**src/rtl/bnn_cmd_if.sv**
```systemverilog
// Bus bundle between the BNN command controller and its surroundings
// (UART rx/tx byte streams, BNN input buffer, BNN core control).
//   master : the controller (drives cts, tx, image writes, start, busy)
//   slave  : the environment (drives rx, tx_ready, done, result)
// Parameters: IMG_BYTES sets the image address width, RESULT_BYTES the
// width of the BNN result.
interface bnn_cmd_if #(
    parameter int IMG_BYTES    = 16,
    parameter int RESULT_BYTES = 1
);
    localparam int ADDR_W = (IMG_BYTES > 1) ? $clog2(IMG_BYTES) : 1;

    logic [7:0]                rx_data;
    logic                      rx_valid;
    logic                      uart_cts;
    logic [7:0]                tx_data;
    logic                      tx_valid;
    logic                      tx_ready;
    logic                      img_wr_en;
    logic [ADDR_W-1:0]         img_wr_addr;
    logic [7:0]                img_wr_data;
    logic                      bnn_start;
    logic                      bnn_done;
    logic [8*RESULT_BYTES-1:0] bnn_result;
    logic                      busy;

    modport master (
        input  rx_data, rx_valid, tx_ready, bnn_done, bnn_result,
        output uart_cts, tx_data, tx_valid, img_wr_en, img_wr_addr,
               img_wr_data, bnn_start, busy
    );

    modport slave (
        output rx_data, rx_valid, tx_ready, bnn_done, bnn_result,
        input  uart_cts, tx_data, tx_valid, img_wr_en, img_wr_addr,
               img_wr_data, bnn_start, busy
    );
endinterface

```
**src/rtl/bnn_cmd_controller.sv**
```systemverilog
// Byte-level command controller for the BNN: parses host commands from the
// UART, streams image bytes into the BNN input buffer, launches inference
// and returns ACK/NAK/status/result bytes. Drives CTS for host flow control.
// Ports:
//   clk  - system clock
//   rst  - synchronous reset, active-low
//   bus  - bnn_cmd_if master modport (rx/tx bytes, cts, image writes,
//          bnn start/done/result, busy)
// Optional feature: define BNN_CHECKSUM_EN to require a trailing XOR
// checksum byte after the image payload of each LOAD command.
//
// state       | meaning
// ------------+------------------------------------------------------
// S_IDLE      | waiting for a command byte
// S_LOAD      | receiving image bytes (inter-byte timeout active)
// S_RUN       | single-cycle bnn_start pulse
// S_WAIT_DONE | waiting for bnn_done, result latched on it
// S_RESP      | shifting queued response bytes out on tx
module bnn_cmd_controller #(
    parameter int IMG_BYTES      = 16,
    parameter int RESULT_BYTES   = 1,
    parameter int TIMEOUT_CYCLES = 100000
) (
    input  logic      clk,
    input  logic      rst,
    bnn_cmd_if.master bus
);
    localparam int ADDR_W = (IMG_BYTES > 1) ? $clog2(IMG_BYTES) : 1;
    localparam int CNT_W  = ADDR_W + 1;
    localparam int TMR_W  = $clog2(TIMEOUT_CYCLES);
    localparam int RESP_W = 8 * (RESULT_BYTES + 1);
    localparam int RCNT_W = $clog2(RESULT_BYTES + 2);

    localparam logic [TMR_W-1:0]          TMR_LOAD = TMR_W'(TIMEOUT_CYCLES - 1);
    localparam logic [RCNT_W-1:0]         RES_LEN  = RCNT_W'(RESULT_BYTES + 1);
    localparam logic [8*RESULT_BYTES-1:0] PAD      = '0;
`ifdef BNN_CHECKSUM_EN
    localparam logic [CNT_W-1:0]          CHK_IDX  = CNT_W'(IMG_BYTES);
`else
    localparam logic [CNT_W-1:0]          LAST_IDX = CNT_W'(IMG_BYTES - 1);
`endif

    typedef enum logic [2:0] {
        S_IDLE, S_LOAD, S_RUN, S_WAIT_DONE, S_RESP
    } state_t;

    state_t              state_q, state_d;
    logic [CNT_W-1:0]    cnt_q, cnt_d;
    logic [TMR_W-1:0]    tmr_q, tmr_d;
    logic                img_valid_q, img_valid_d;
    logic                timeout_err_q, timeout_err_d;
    logic                overrun_q, overrun_d;
    logic [RESP_W-1:0]   resp_q, resp_d;
    logic [RCNT_W-1:0]   rcnt_q, rcnt_d;
    logic                tx_valid_q, tx_valid_d;
    logic [7:0]          tx_data_q, tx_data_d;
    logic                wr_en_q, wr_en_d;
    logic [ADDR_W-1:0]   wr_addr_q, wr_addr_d;
    logic [7:0]          wr_data_q, wr_data_d;
    logic                cts_q, cts_d;
`ifdef BNN_CHECKSUM_EN
    logic [7:0]          ck_q, ck_d;
`endif

    always_comb begin
        state_d       = state_q;
        cnt_d         = cnt_q;
        tmr_d         = tmr_q;
        img_valid_d   = img_valid_q;
        timeout_err_d = timeout_err_q;
        overrun_d     = overrun_q;
        resp_d        = resp_q;
        rcnt_d        = rcnt_q;
        tx_valid_d    = tx_valid_q;
        tx_data_d     = tx_data_q;
        wr_en_d       = 1'b0;
        wr_addr_d     = wr_addr_q;
        wr_data_d     = wr_data_q;
        // CTS lags the state by one cycle.
        cts_d         = (state_q == S_IDLE) || (state_q == S_LOAD);
`ifdef BNN_CHECKSUM_EN
        ck_d          = ck_q;
`endif
        case (state_q)
            S_IDLE: begin
                if (bus.rx_valid) begin
                    state_d = S_RESP;
                    rcnt_d  = RCNT_W'(1);
                    case (bus.rx_data)
                        8'hA1: begin
                            state_d     = S_LOAD;
                            cnt_d       = '0;
                            tmr_d       = TMR_LOAD;
                            img_valid_d = 1'b0;
`ifdef BNN_CHECKSUM_EN
                            ck_d        = 8'h00;
`endif
                        end
                        8'hA2: begin
                            if (img_valid_q) state_d = S_RUN;
                            else             resp_d  = {8'hE1, PAD};
                        end
                        8'hA3: begin
                            resp_d        = {{5'b0, overrun_q, timeout_err_q, img_valid_q}, PAD};
                            overrun_d     = 1'b0;
                            timeout_err_d = 1'b0;
                        end
                        default: resp_d = {8'hEE, PAD};
                    endcase
                end
            end
            S_LOAD: begin
                // A byte arriving on the expiry cycle wins over the timeout.
                if (bus.rx_valid) begin
                    tmr_d = TMR_LOAD;
`ifdef BNN_CHECKSUM_EN
                    if (cnt_q == CHK_IDX) begin
                        state_d = S_RESP;
                        rcnt_d  = RCNT_W'(1);
                        if (bus.rx_data == ck_q) begin
                            img_valid_d = 1'b1;
                            resp_d      = {8'hAC, PAD};
                        end else begin
                            resp_d      = {8'hE2, PAD};
                        end
                    end else begin
                        wr_en_d   = 1'b1;
                        wr_addr_d = cnt_q[ADDR_W-1:0];
                        wr_data_d = bus.rx_data;
                        ck_d      = ck_q ^ bus.rx_data;
                        cnt_d     = cnt_q + CNT_W'(1);
                    end
`else
                    wr_en_d   = 1'b1;
                    wr_addr_d = cnt_q[ADDR_W-1:0];
                    wr_data_d = bus.rx_data;
                    cnt_d     = cnt_q + CNT_W'(1);
                    if (cnt_q == LAST_IDX) begin
                        img_valid_d = 1'b1;
                        state_d     = S_RESP;
                        rcnt_d      = RCNT_W'(1);
                        resp_d      = {8'hAC, PAD};
                    end
`endif
                end else if (tmr_q == '0) begin
                    state_d       = S_IDLE;
                    timeout_err_d = 1'b1;
                end else begin
                    tmr_d = tmr_q - TMR_W'(1);
                end
            end
            S_RUN: state_d = S_WAIT_DONE;
            S_WAIT_DONE: begin
                if (bus.bnn_done) begin
                    state_d = S_RESP;
                    resp_d  = {8'h5A, bus.bnn_result};
                    rcnt_d  = RES_LEN;
                end
            end
            S_RESP: begin
                // Load a new byte when the slot is empty or the current one
                // transfers this cycle; otherwise tx_data holds.
                if (!tx_valid_q || bus.tx_ready) begin
                    if (rcnt_q != '0) begin
                        tx_valid_d = 1'b1;
                        tx_data_d  = resp_q[RESP_W-1 -: 8];
                        resp_d     = resp_q << 8;
                        rcnt_d     = rcnt_q - RCNT_W'(1);
                    end else begin
                        tx_valid_d = 1'b0;
                        state_d    = S_IDLE;
                    end
                end
            end
            default: state_d = S_IDLE;
        endcase
        if (bus.rx_valid && (state_q == S_RUN || state_q == S_WAIT_DONE || state_q == S_RESP))
            overrun_d = 1'b1;
    end

    always_ff @(posedge clk) begin
        if (!rst) begin
            state_q       <= S_IDLE;
            cnt_q         <= '0;
            tmr_q         <= '0;
            img_valid_q   <= 1'b0;
            timeout_err_q <= 1'b0;
            overrun_q     <= 1'b0;
            resp_q        <= '0;
            rcnt_q        <= '0;
            tx_valid_q    <= 1'b0;
            tx_data_q     <= 8'h00;
            wr_en_q       <= 1'b0;
            wr_addr_q     <= '0;
            wr_data_q     <= 8'h00;
            cts_q         <= 1'b1;
`ifdef BNN_CHECKSUM_EN
            ck_q          <= 8'h00;
`endif
        end else begin
            state_q       <= state_d;
            cnt_q         <= cnt_d;
            tmr_q         <= tmr_d;
            img_valid_q   <= img_valid_d;
            timeout_err_q <= timeout_err_d;
            overrun_q     <= overrun_d;
            resp_q        <= resp_d;
            rcnt_q        <= rcnt_d;
            tx_valid_q    <= tx_valid_d;
            tx_data_q     <= tx_data_d;
            wr_en_q       <= wr_en_d;
            wr_addr_q     <= wr_addr_d;
            wr_data_q     <= wr_data_d;
            cts_q         <= cts_d;
`ifdef BNN_CHECKSUM_EN
            ck_q          <= ck_d;
`endif
        end
    end

    assign bus.uart_cts    = cts_q;
    assign bus.tx_valid    = tx_valid_q;
    assign bus.tx_data     = tx_data_q;
    assign bus.img_wr_en   = wr_en_q;
    assign bus.img_wr_addr = wr_addr_q;
    assign bus.img_wr_data = wr_data_q;
    assign bus.bnn_start   = (state_q == S_RUN);
    assign bus.busy        = (state_q != S_IDLE);
endmodule

```
**src/flat_wrapper.sv**
```systemverilog
// flat-port wrapper written by rule: the top's interface ports become plain ports
module bnn_cmd_controller_flat 
#(
    parameter int IMG_BYTES      = 16,
    parameter int RESULT_BYTES   = 1,
    parameter int TIMEOUT_CYCLES = 100000
)
  (clk, rst, bus_rx_data, bus_rx_valid, bus_tx_ready, bus_bnn_done, bus_bnn_result, bus_uart_cts, bus_tx_data, bus_tx_valid, bus_img_wr_en, bus_img_wr_addr, bus_img_wr_data, bus_bnn_start, bus_busy);
  bnn_cmd_if #(.IMG_BYTES(IMG_BYTES), .RESULT_BYTES(RESULT_BYTES)) bus_i ();
  input  logic clk;
  input  logic rst;
  input wire logic [$bits(bus_i.rx_data)-1:0] bus_rx_data;
  input wire logic [$bits(bus_i.rx_valid)-1:0] bus_rx_valid;
  input wire logic [$bits(bus_i.tx_ready)-1:0] bus_tx_ready;
  input wire logic [$bits(bus_i.bnn_done)-1:0] bus_bnn_done;
  input wire logic [$bits(bus_i.bnn_result)-1:0] bus_bnn_result;
  output wire logic [$bits(bus_i.uart_cts)-1:0] bus_uart_cts;
  output wire logic [$bits(bus_i.tx_data)-1:0] bus_tx_data;
  output wire logic [$bits(bus_i.tx_valid)-1:0] bus_tx_valid;
  output wire logic [$bits(bus_i.img_wr_en)-1:0] bus_img_wr_en;
  output wire logic [$bits(bus_i.img_wr_addr)-1:0] bus_img_wr_addr;
  output wire logic [$bits(bus_i.img_wr_data)-1:0] bus_img_wr_data;
  output wire logic [$bits(bus_i.bnn_start)-1:0] bus_bnn_start;
  output wire logic [$bits(bus_i.busy)-1:0] bus_busy;
  assign bus_i.rx_data = bus_rx_data;
  assign bus_i.rx_valid = bus_rx_valid;
  assign bus_i.tx_ready = bus_tx_ready;
  assign bus_i.bnn_done = bus_bnn_done;
  assign bus_i.bnn_result = bus_bnn_result;
  assign bus_uart_cts = bus_i.uart_cts;
  assign bus_tx_data = bus_i.tx_data;
  assign bus_tx_valid = bus_i.tx_valid;
  assign bus_img_wr_en = bus_i.img_wr_en;
  assign bus_img_wr_addr = bus_i.img_wr_addr;
  assign bus_img_wr_data = bus_i.img_wr_data;
  assign bus_bnn_start = bus_i.bnn_start;
  assign bus_busy = bus_i.busy;
  bnn_cmd_controller #(.IMG_BYTES(IMG_BYTES), .RESULT_BYTES(RESULT_BYTES), .TIMEOUT_CYCLES(TIMEOUT_CYCLES)) u_core (.clk(clk), .rst(rst), .bus(bus_i));
endmodule
```
**config.mk**
```make
export PLATFORM = sky130hd
export DESIGN_NAME = bnn_cmd_controller_flat
export DESIGN_NICKNAME = d
export VERILOG_FILES = /design/src/rtl/bnn_cmd_if.sv /design/src/rtl/bnn_cmd_controller.sv /design/src/flat_wrapper.sv
export SDC_FILE = /design/constraint.sdc
export NUM_CORES = 1
export LEC_CHECK = 0
export ABC_AREA = 1
export CAP_MARGIN = 40
export CORE_ASPECT_RATIO = 1.75
export CORE_UTILIZATION = 59
export CTS_CLUSTER_DIAMETER = 200
export DETAILED_ROUTE_END_ITERATION = 12
export PLACE_DENSITY = 0.9
export SLEW_MARGIN = 20
export SYNTH_ARGS = -nofsm -noshare
export SYNTH_HDL_FRONTEND = slang
export SYNTH_SLANG_ARGS = --single-unit
export TNS_END_PERCENT = 1
```
**constraint.sdc**
```tcl
create_clock -name clk -period 3.9 [get_ports clk]
set_clock_uncertainty 0.05 [all_clocks]
set_input_delay 1.17 -clock clk [delete_from_list [all_inputs] [get_ports clk]]
set_output_delay 1.17 -clock clk [all_outputs]
set_load 0.05 [all_outputs]
```
; ---- Word-level counts from Yosys, hierarchy flattened
; Cells that the tools add are included.
[totals]
romBits = 0
latchBits = 0
output_inout_bits = 25
mem_bits_rw = 0
ff_bits = 69
memories = 0
[op_classes]
bitwise_logic = 0
div = 0
n_reduce_logical = 27
add_sub_neg = 3
n_lt_le_gt_ge = 0
shift = 0
eq_ne = 24
multipliers = 0
n_mux = 49
[op_table]
columns = cell, n
row1 = two-way mux 16 bit, 7
row2 = two-way mux 17 bit, 4
row3 = case mux 16 bit (4 select lines), 1
row4 = case mux 16 bit (3 select lines), 1
row5 = case mux 17 bit (2 select lines), 1
row6 = equality test 8 bit (second input constant), 3
row7 = two-way mux 3 bit, 8
row8 = inequality test 2 bit (second input constant), 10
row9 = logical NOT 17 bit, 1
row10 = subtractor 17 x 1 -> 17 bit (second input constant), 1
row11 = two-way mux 5 bit, 3
row12 = case mux 3 bit (5 select lines), 1
row13 = two-way mux 1 bit, 12
row14 = two-way mux 2 bit, 6
row15 = inequality test 3 bit (second input constant), 4
row16 = case mux 5 bit (2 select lines), 1
row17 = AND reduction 5 bit, 2
row18 = nonzero test 2 bit, 5
row19 = AND reduction 9 bit, 1
row20 = case mux 2 bit (4 select lines), 1
row21 = AND reduction 4 bit, 2
row22 = AND reduction 7 bit, 1
row23 = equality test 3 x 2 -> 1 bit (second input constant), 2
row24 = case mux 3 bit (2 select lines), 1
row25 = other kinds (16), 24

; ---- Depth between registers and ports, before layout
; Gate-level depths: netlist of the first run.
[depth]
word_depth = 6
depth_mapped = 13

; ---- Least setup slack after synthesis of the first run
; OpenSTA, ideal clock, no wires.
[synth_path]
path_type = flip-flop to output port
startpoint = register u_core.state_q[0]
endpoint = output port bus_bnn_start
stages_incl_launch_ff = 4
path_slack_ps = 1490
t_required_ps = 2680
arrival_time_ps = 1190
path_cell_list = dfxtp_1 -> inv_2 -> nand2_1 -> nor2_1
[synth_via]
elab_chain_len = 1
[synth_lines]
columns = item, line_no
row1 = from (decl), bnn_cmd_controller.sv:47  ; state_t state_q, state_d;
row2 = from (signal assigned), bnn_cmd_controller.sv:201  ; state_q <= state_d;
row3 = equality test 3 x 2 -> 1 bit, bnn_cmd_controller.sv:227  ; assign bus.bnn_start = (state_q == S_RUN);
row4 = to (decl), flat_wrapper.sv:23  ; output wire logic [$bits(bus_i.bnn_start)-1:0] bus_bnn_start;
; No other way between the ends.

; ---- Final worst setup path of the first run
[layout_path]
startpoint = register u_core.state_q[2]
endpoint = output port bus_busy
[layout_via]
elab_chain_len = 1
[layout_lines]
columns = item, line_no
row1 = nonzero test 3 bit, bnn_cmd_controller.sv:228  ; assign bus.busy = (state_q != S_IDLE);
row2 = to (decl), flat_wrapper.sv:24  ; output wire logic [$bits(bus_i.busy)-1:0] bus_busy;
; No other way between the ends.

==> impl_results.html, run 1 <==
<table>
<tr><th>Metric</th><th>Value</th></tr>
<tr><th colspan="2">Run status</th></tr>
<tr><td>Outcome</td><td>finished clean</td></tr>
<tr><th colspan="2">Clock network</th></tr>
<tr><td>Clock tree from TritonCTS</td><td>built</td></tr>
<tr><td>Clock buffer count from CTS</td><td>9</td></tr>
<tr><td># clock sinks</td><td>69</td></tr>
<tr><td>Number of instances resized during post-cts repair</td><td>0</td></tr>
<tr><td>Setup fix buffers added after clock tree synthesis</td><td>0</td></tr>
<tr><td>Cell at the root of the clock tree</td><td>sky130_fd_sc_hd__clkbuf_8</td></tr>
<tr><td>Worst-Skew Late Latency</td><td>0.35 ns</td></tr>
<tr><td>Number of buffers inserted for hold repair after clock tree synthesis</td><td>0</td></tr>
<tr><td>Number of H-tree branching levels</td><td>3</td></tr>
<tr><td>Worst-case clock buffer depth</td><td>2</td></tr>
<tr><td>Register clock-pin slew on the reported worst setup and hold paths</td><td>0.08 ns</td></tr>
<tr><th colspan="2">Placed design</th></tr>
<tr><td>RePlAce Congestion</td><td>0.893</td></tr>
<tr><td>Number of buffers inserted by port buffering</td><td>45</td></tr>
<tr><td>Estimated wirelength of the detail-placed design</td><td>6670 um</td></tr>
<tr><td>Number of placed cells counting well taps</td><td>651</td></tr>
<tr><th colspan="2">Power</th></tr>
<tr><td>Maximum ir drop on the vdd rail</td><td>between 0.5 and 0.6 mV</td></tr>
<tr><td>Leakage power summed over all cells</td><td>1.78 nW</td></tr>
<tr><td>Cell area power density</td><td>716 nW/um^2</td></tr>
<tr><th colspan="2">Synthesis</th></tr>
<tr><td>Number of nets produced by synthesis</td><td>567</td></tr>
<tr><td>Fraction of registers with async set or reset after synthesis</td><td>0</td></tr>
<tr><td>Most frequent cell after synthesis</td><td>sky130_fd_sc_hd__nand2_1</td></tr>
<tr><td>Area of the mapped netlist</td><td>around 3500 um^2</td></tr>
<tr><td>Number of synthesized register bits</td><td>slightly below 70</td></tr>
<tr><td>Share of Yosys cell area claimed by the top area cell type</td><td>0.391</td></tr>
<tr><td>Largest area contributor in the netlist</td><td>sky130_fd_sc_hd__dfxtp_1</td></tr>
<tr><td>Per-instance average area after synthesis</td><td>about 6.5 um^2</td></tr>
<tr><td>Synth top area cells</td><td>sky130_fd_sc_hd__dfxtp_1, sky130_fd_sc_hd__nand2_1, sky130_fd_sc_hd__nor2_1</td></tr>
<tr><td>Instance count of the mapped netlist</td><td>542</td></tr>
<tr><td>Sequential cell area fraction in the yosys report</td><td>0.391</td></tr>
<tr><td>Primary flip-flop cell chosen by synthesis mapping</td><td>sky130_fd_sc_hd__dfxtp_1</td></tr>
<tr><td>Distinct cell type count after synthesis</td><td>29</td></tr>
<tr><td>Total of warnings raised by yosys</td><td>0</td></tr>
<tr><td>Leading cell types by count after synthesis</td><td>sky130_fd_sc_hd__nand2_1, sky130_fd_sc_hd__nor2_1, sky130_fd_sc_hd__dfxtp_1, sky130_fd_sc_hd__inv_1, sky130_fd_sc_hd__a21oi_1</td></tr>
<tr><td>Count of flip-flops with a built-in enable after synthesis</td><td>0</td></tr>
<tr><th colspan="2">Drt</th></tr>
<tr><td>Antenna-violating nets left</td><td>0</td></tr>
<tr><td>DRC violation count after routing</td><td>0</td></tr>
<tr><td>Routed wire per std cell</td><td>around 14 um</td></tr>
<tr><td>Via/cell ratio</td><td>roughly 5.6</td></tr>
<tr><td>Detailed-routing iteration count for the pre-antenna-repair pass</td><td>5</td></tr>
<tr><td>DR vias</td><td>3,729</td></tr>
<tr><td>DRT Wirelength</td><td>between 9000 and 10,000 um</td></tr>
<tr><td>Number of violations reported at the end of detailed-routing iteration 0</td><td>~340</td></tr>
<tr><th colspan="2">Timing</th></tr>
<tr><td>Final Max Tran Viols</td><td>0</td></tr>
<tr><td>Top achievable clock speed</td><td>0.313 GHz</td></tr>
<tr><td>Unrepaired setup endpoints after global routing</td><td>no</td></tr>
<tr><td>Tightest Pin Transition</td><td>0.549 ns</td></tr>
<tr><td>Setup Total Neg Slack</td><td>0 ns</td></tr>
<tr><td>Final setup fails</td><td>0</td></tr>
<tr><td>Post-layout min period</td><td>3.19 ns</td></tr>
<tr><td>Final Hold Viols</td><td>0</td></tr>
<tr><td>Period utilization</td><td>0.818</td></tr>
<tr><td>Max-Slew Margin vs Limit</td><td>0.633</td></tr>
<tr><th colspan="2">Worst setup path</th></tr>
<tr><td>Crit path arrival time</td><td>1.97 ns</td></tr>
<tr><td>Start-to-end type of the worst setup path</td><td>flop to primary output</td></tr>
<tr><td>Largest fanout on the critical path</td><td>6</td></tr>
<tr><td>Crit end category</td><td>primary output</td></tr>
<tr><td>CP startpoint</td><td>u_core.state_q[2]</td></tr>
<tr><td>Worst EP required</td><td>2.68 ns</td></tr>
<tr><td>Worst r2r src</td><td>u_core.cnt_q[1]</td></tr>
<tr><td>Startpoint type of the worst setup path</td><td>flop</td></tr>
<tr><th colspan="2">Global routing</th></tr>
<tr><td>Total routing resource utilization after global routing</td><td>0.332</td></tr>
<tr><td>Maximum number of pins on one net before global-route repair</td><td>37</td></tr>
<tr><td>Vias in the first global route</td><td>3,731</td></tr>
<tr><td>Wire length of the first global-routing pass</td><td>16,200 um</td></tr>
<tr><td>Initial antenna violation count</td><td>0</td></tr>
<tr><td>Gr ovfl total</td><td>0</td></tr>
<tr><th colspan="2">Final layout</th></tr>
<tr><td>Number of filler instances in the final layout</td><td>481</td></tr>
<tr><td>Synthesis-to-finish area growth</td><td>20.0%</td></tr>
<tr><td>Count of antenna diodes in the layout</td><td>0</td></tr>
<tr><td>Number of nets in the finished design</td><td>609</td></tr>
<tr><td>Fraction of layout instances using a drive strength above 1</td><td>0.0747</td></tr>
<tr><td>Post-route insts no fill</td><td>667</td></tr>
<tr><th colspan="2">Floorplanning</th></tr>
<tr><td>Starting utilization of the core area</td><td>0.606</td></tr>
<tr><td>Horizontal die dimension</td><td>a little over 60 um</td></tr>
<tr><td>DIE HEIGHT</td><td>104 um</td></tr>
<tr><td>Area enclosed by the die boundary</td><td>about 6300 um^2</td></tr>
<tr><td>Total I/O pin count</td><td>46</td></tr>
<tr><td>Number of placement rows</td><td>37</td></tr>
<tr><td>Core region area</td><td>5830 um^2</td></tr>
<tr><th colspan="2">Job</th></tr>
<tr><td>Reported max-cap violation count</td><td>0</td></tr>
<tr><th colspan="2">Worst hold path</th></tr>
<tr><td>Class of the tightest hold or removal check</td><td>flop to flop</td></tr>
<tr><td>Min-delay src</td><td>u_core.bus.tx_data[1]</td></tr>
</table>
-- report_power, final --
| group | internal (mW) | switching [mW] |
|---|---|---|
| clock | 0.376 | 0.282 |
| sequential | 0.855 | 0.111 |
| combinational | 0.449 | 0.962 |
| total | 1.68 | 1.36 |
-- flip-flops by register name, indices dropped and copies added (netlist names) --
| name | count |
|---|---|
| u_core.bus.img_wr_addr | 4 |
| u_core.bus.img_wr_data | 8 |
| u_core.bus.img_wr_en | 1 |
| u_core.bus.tx_data | 8 |
| u_core.bus.tx_valid | 1 |
| u_core.bus.uart_cts | 1 |
| u_core.cnt_q | 5 |
| u_core.img_valid_q | 1 |
| u_core.overrun_q | 1 |
| u_core.rcnt_q | 2 |
| u_core.resp_q | 16 |
| u_core.state_q | 3 |
| u_core.timeout_err_q | 1 |
| u_core.tmr_q | 17 |
-- kinds of logic (layout without fill, tap and decap cells) --
kind of cell | Yosys count | after routing | share of synthesized area
compound gates | 82 | 82 | 0.120
xor+xnor | 1 | 1 | 0.00248
fa+ha+maj | 4 | 4 | 0.0142
buf+inv | 79 | 126 | 0.0942
flops | 69 | 69 | 0.391
simple gates | 307 | 307 | 0.378
-- cell type report --
class                           count  area [um^2]  share of cell area
Sequential cell                    69         1380               0.326
Multi-Input combinational cell    394         1820               0.429
Inverter                           59          221              0.0522
Tap cell                           78         97.6              0.0230
Clock inverter                      6         86.3              0.0204
Timing Repair Buffer               51          495               0.117
Clock buffer                       10          138              0.0325
-- final timing paths --
path / endpoint / slack (ns) / cells after the start
max: bus_busy / 0.71 / 5
min: u_core.bus.tx_data[1] / 0.42 / 2
max reg2reg: u_core.resp_q[8] / 1.61 / 11
min reg2reg: u_core.bus.tx_data[1] / 0.42 / 2
-- metal layers --
metal  wire, um  global-route usage  vias up
li1           -                   -     1828
met1       3520               0.344     1723
met2       5100               0.585      140
met3        490              0.0759       38
met4        383               0.177        0
met5          0                   0        -
-- critical path, cell delays in order, from the launching register on --
cell and delay [ns]:
sky130_fd_sc_hd__dfxtp_1 0.43, sky130_fd_sc_hd__inv_2 0.08, sky130_fd_sc_hd__nand2_2 0.15, sky130_fd_sc_hd__nor2_4 0.08, sky130_fd_sc_hd__inv_1 0.08, sky130_fd_sc_hd__clkdlybuf4s50_1 0.80
-- placed cells by master (no fill, tap or decap), drive strengths merged, types with 6 or more instances in the layout --
master	count
buf	6
nand3	48
nor2	86
o21ai	29
nand2	144
a21oi	49
clkdlybuf4s50	45
inv	58
nand4	17
clkbuf	10
dfxtp	69
-- metrics by stage --
stage,hold WS [ns],total power [mW],instance area [um^2],setup WS (ns),utilization
3_3_place_gp,0.402,2.29,4020,0.670,0.689
2_1_floorplan,0.382,2.05,3530,1.49,-
4_1_cts,0.422,3.01,4240,0.722,0.727
6_report,0.417,3.04,4240,0.710,0.727
5_1_grt,0.441,3.26,4240,0.636,0.727
3_5_place_dp,0.408,2.35,4020,0.569,0.689
Note: power is estimated with default switching activity, not from simulation.
==> inputs of run 2 (changes only) <==
Settings changed: CORE_UTILIZATION 59 to 50, PLACE_DENSITY 0.9 to 0.82.
Clock period 3.9 ns to 2.59 ns, I/O delays scaled along.
==> impl_results.html, run 2 (synthesis gave the netlist of run 1 again) <==
<table>
<tr><th>Metric</th><th>Value</th></tr>
<tr><th colspan="2">Floorplanning</th></tr>
<tr><td>Number of placement rows</td><td>40</td></tr>
<tr><td>Area enclosed by the die boundary</td><td>~7400 um^2</td></tr>
<tr><td>Horizontal die dimension</td><td>65.6 um</td></tr>
<tr><td>Total I/O pin count</td><td>between 40 and 50</td></tr>
<tr><td>Core region area</td><td>6860 um^2</td></tr>
<tr><td>DIE HEIGHT</td><td>113 um</td></tr>
<tr><td>Starting utilization of the core area</td><td>0.516</td></tr>
<tr><th colspan="2">Clock network</th></tr>
<tr><td># clock sinks</td><td>69</td></tr>
<tr><td>Number of instances resized during post-cts repair</td><td>0</td></tr>
<tr><td>Clock buffer count from CTS</td><td>9</td></tr>
<tr><td>Worst-case clock buffer depth</td><td>2</td></tr>
<tr><td>Number of H-tree branching levels</td><td>3</td></tr>
<tr><td>Register clock-pin slew on the reported worst setup and hold paths</td><td>0.05 ns</td></tr>
<tr><td>Worst-Skew Late Latency</td><td>0.34 ns</td></tr>
<tr><td>Number of buffers inserted for hold repair after clock tree synthesis</td><td>0</td></tr>
<tr><td>Cell at the root of the clock tree</td><td>sky130_fd_sc_hd__clkbuf_16</td></tr>
<tr><td>Setup fix buffers added after clock tree synthesis</td><td>0</td></tr>
<tr><td>Clock tree from TritonCTS</td><td>built</td></tr>
<tr><th colspan="2">Final layout</th></tr>
<tr><td>Synthesis-to-finish area growth</td><td>24.2%</td></tr>
<tr><td>Post-route insts no fill</td><td>686</td></tr>
<tr><td>Highest-count cells in the layout ignoring fill and taps</td><td>sky130_fd_sc_hd__nand2_1, sky130_fd_sc_hd__nor2_1, sky130_fd_sc_hd__dfxtp_1</td></tr>
<tr><td>Largest register FFs</td><td>17</td></tr>
<tr><td>Number of nets in the finished design</td><td>622</td></tr>
<tr><td>Commonest non-fill, non-tap cell in the layout</td><td>sky130_fd_sc_hd__nand2_1</td></tr>
<tr><td>Number of filler instances in the final layout</td><td>595</td></tr>
<tr><td>Fraction of layout instances using a drive strength above 1</td><td>0.0914</td></tr>
<tr><td>Register with the most flip-flops</td><td>u_core.tmr_q</td></tr>
<tr><td>Count of antenna diodes in the layout</td><td>0</td></tr>
<tr><td>Top Registers</td><td>u_core.tmr_q (17), u_core.resp_q (16)</td></tr>
<tr><th colspan="2">Placed design</th></tr>
<tr><td>Number of buffers inserted by port buffering</td><td>between 40 and 50</td></tr>
<tr><td>Number of placed cells counting well taps</td><td>670</td></tr>
<tr><td>Estimated wirelength of the detail-placed design</td><td>6920 um</td></tr>
<tr><td>RePlAce Congestion</td><td>0.905</td></tr>
<tr><th colspan="2">Worst setup path</th></tr>
<tr><td>Crit end category</td><td>primary output</td></tr>
<tr><td>Start-to-end type of the worst setup path</td><td>flop to primary output</td></tr>
<tr><td>Worst r2r src</td><td>u_core.cnt_q[1]</td></tr>
<tr><td>Stage delay of the slowest cell on the critical path</td><td>0.81 ns</td></tr>
<tr><td>Number of buffers and inverters on the critical path</td><td>1</td></tr>
<tr><td>Cell with the biggest individual delay on the critical path</td><td>sky130_fd_sc_hd__clkdlybuf4s50_1</td></tr>
<tr><td>Worst EP required</td><td>1.76 ns</td></tr>
<tr><td>Largest fanout on the critical path</td><td>3</td></tr>
<tr><td>Cell family contributing the most delay on the critical path</td><td>buffers and inverters</td></tr>
<tr><td>R2R depth</td><td>12</td></tr>
<tr><td>Worst reg2reg endpoint</td><td>u_core.resp_q[8]</td></tr>
<tr><td>Crit path arrival time</td><td>1.50 ns</td></tr>
<tr><td>Startpoint type of the worst setup path</td><td>flop</td></tr>
<tr><td>Critical path, cell by cell</td><td>clkdlybuf4s50_1</td></tr>
<tr><td>R2r setup slk</td><td>0.49 ns</td></tr>
<tr><th colspan="2">Global routing</th></tr>
<tr><td>Wire length of the first global-routing pass</td><td>15,700 um</td></tr>
<tr><td>Initial antenna violation count</td><td>0</td></tr>
<tr><td>Vias in the first global route</td><td>about 3,600</td></tr>
<tr><td>Maximum number of pins on one net before global-route repair</td><td>25</td></tr>
<tr><td>Gr ovfl total</td><td>0</td></tr>
<tr><td>Total routing resource utilization after global routing</td><td>0.276</td></tr>
<tr><th colspan="2">Drt</th></tr>
<tr><td>Met1 wire length</td><td>3630 um</td></tr>
<tr><td>DR vias</td><td>roughly 3,600</td></tr>
<tr><td>Detailed-routing iteration count for the pre-antenna-repair pass</td><td>5</td></tr>
<tr><td>Via/cell ratio</td><td>5.32</td></tr>
<tr><td>Number of violations reported at the end of detailed-routing iteration 0</td><td>about 270</td></tr>
<tr><td>DRC violation count after routing</td><td>0</td></tr>
<tr><td>Met2 wirelength from detailed routing</td><td>5150 um</td></tr>
<tr><td>Antenna-violating nets left</td><td>0</td></tr>
<tr><td>Met3 routed wirelength</td><td>around 350 um</td></tr>
<tr><td>Uppermost layer routed</td><td>met4</td></tr>
<tr><td>DRT Wirelength</td><td>9390 um</td></tr>
<tr><td>Routed wire per std cell</td><td>13.7 um</td></tr>
<tr><th colspan="2">Timing</th></tr>
<tr><td>Post-layout min period</td><td>2.33 ns</td></tr>
<tr><td>Unrepaired setup endpoints after global routing</td><td>no</td></tr>
<tr><td>Setup Total Neg Slack</td><td>0 ns</td></tr>
<tr><td>Final Max Tran Viols</td><td>0</td></tr>
<tr><td>Max-Slew Margin vs Limit</td><td>0.653</td></tr>
<tr><td>Final Hold Viols</td><td>0</td></tr>
<tr><td>Top achievable clock speed</td><td>around 0.43 GHz</td></tr>
<tr><td>Period utilization</td><td>0.898</td></tr>
<tr><td>Final setup fails</td><td>0</td></tr>
<tr><td>Tightest Pin Transition</td><td>0.518 ns</td></tr>
<tr><th colspan="2">Worst hold path</th></tr>
<tr><td>Class of the tightest hold or removal check</td><td>flop to flop</td></tr>
<tr><td>Min-delay src</td><td>u_core.bus.tx_data[0]</td></tr>
<tr><td>Worst hold endpoint</td><td>u_core.bus.tx_data[0]</td></tr>
<tr><td>Hold depth</td><td>2</td></tr>
<tr><th colspan="2">Power</th></tr>
<tr><td>Clock network fraction of design power</td><td>0.239</td></tr>
<tr><td>Net switching component of the power</td><td>2.03 mW</td></tr>
<tr><td>Fraction of power spent switching nets</td><td>0.429</td></tr>
<tr><td>Part of the power in combinational logic</td><td>0.454</td></tr>
<tr><td>Maximum ir drop on the vdd rail</td><td>0.668 mV</td></tr>
<tr><td>Power share of the sequential group</td><td>0.307</td></tr>
<tr><td>Cell Int Power</td><td>2.70 mW</td></tr>
<tr><td>Leakage power summed over all cells</td><td>about 1.9 nW</td></tr>
<tr><td>Cell area power density</td><td>1080 nW/um^2</td></tr>
<tr><th colspan="2">Run status</th></tr>
<tr><td>Outcome</td><td>finished clean</td></tr>
<tr><th colspan="2">Job</th></tr>
<tr><td>Reported max-cap violation count</td><td>0</td></tr>
</table>
==> run 2: how the worst max path moves through the flow <==
stage / endpoint / depth (start not counted) / startpoint
after global placement: u_core.resp_q[7] / 9 / bus_rx_data[2]
after floorplan: bus_bnn_start / 3 / u_core.state_q[0]
after CTS: bus_tx_valid / 1 / u_core.bus.tx_valid
after detailed placement: u_core.tmr_q[4] / 8 / bus_rx_data[2]
final: bus_tx_valid / 1 / u_core.bus.tx_valid
after global routing: u_core.resp_q[14] / 9 / bus_rx_data[2]
==> run 2: power groups by stage <==
stage	registers [mW]	logic, mW	clock network, mW
3_5_place_dp	1.46	2.12	0
4_1_cts	1.44	2.14	1.14
3_3_place_gp	1.45	2.07	0
5_1_grt	1.47	2.41	1.18
2_1_floorplan	1.58	1.51	0
6_report	1.45	2.15	1.13
==> run 2: metrics by stage <==
step	util	instance area (um^2)	worst slack, ns	power, mW	hold slack [ns]
finish	0.640	4390	0.263	4.73	0.409
global route	0.640	4390	0.234	5.06	0.433
CTS	0.640	4390	0.264	4.72	0.409
detailed placement	0.600	4120	0.0644	3.58	0.401
global placement	0.600	4120	0.100	3.53	0.400
floorplan	-	3530	0.573	3.08	0.382
==> run 2: layer usage <==
metal,vias up,GRT usage
li1,1850,-
met1,1701,0.281
met2,75,0.507
met3,21,0.0504
met4,0,0.161
met5,-,0
==> run 2: cell type report <==
| class | instances | area [um^2] | share of cell area |
|---|---|---|---|
| clock buffers | 15 | 268 | 0.0610 |
| clock inverters | 1 | 5.00 | 0.00114 |
| inverters | 59 | 221 | 0.0505 |
| multi-input cells | 394 | 1820 | 0.415 |
| flip-flops and latches | 69 | 1380 | 0.315 |
| well taps | 84 | 105 | 0.0239 |
| repair buffers | 64 | 588 | 0.134 |
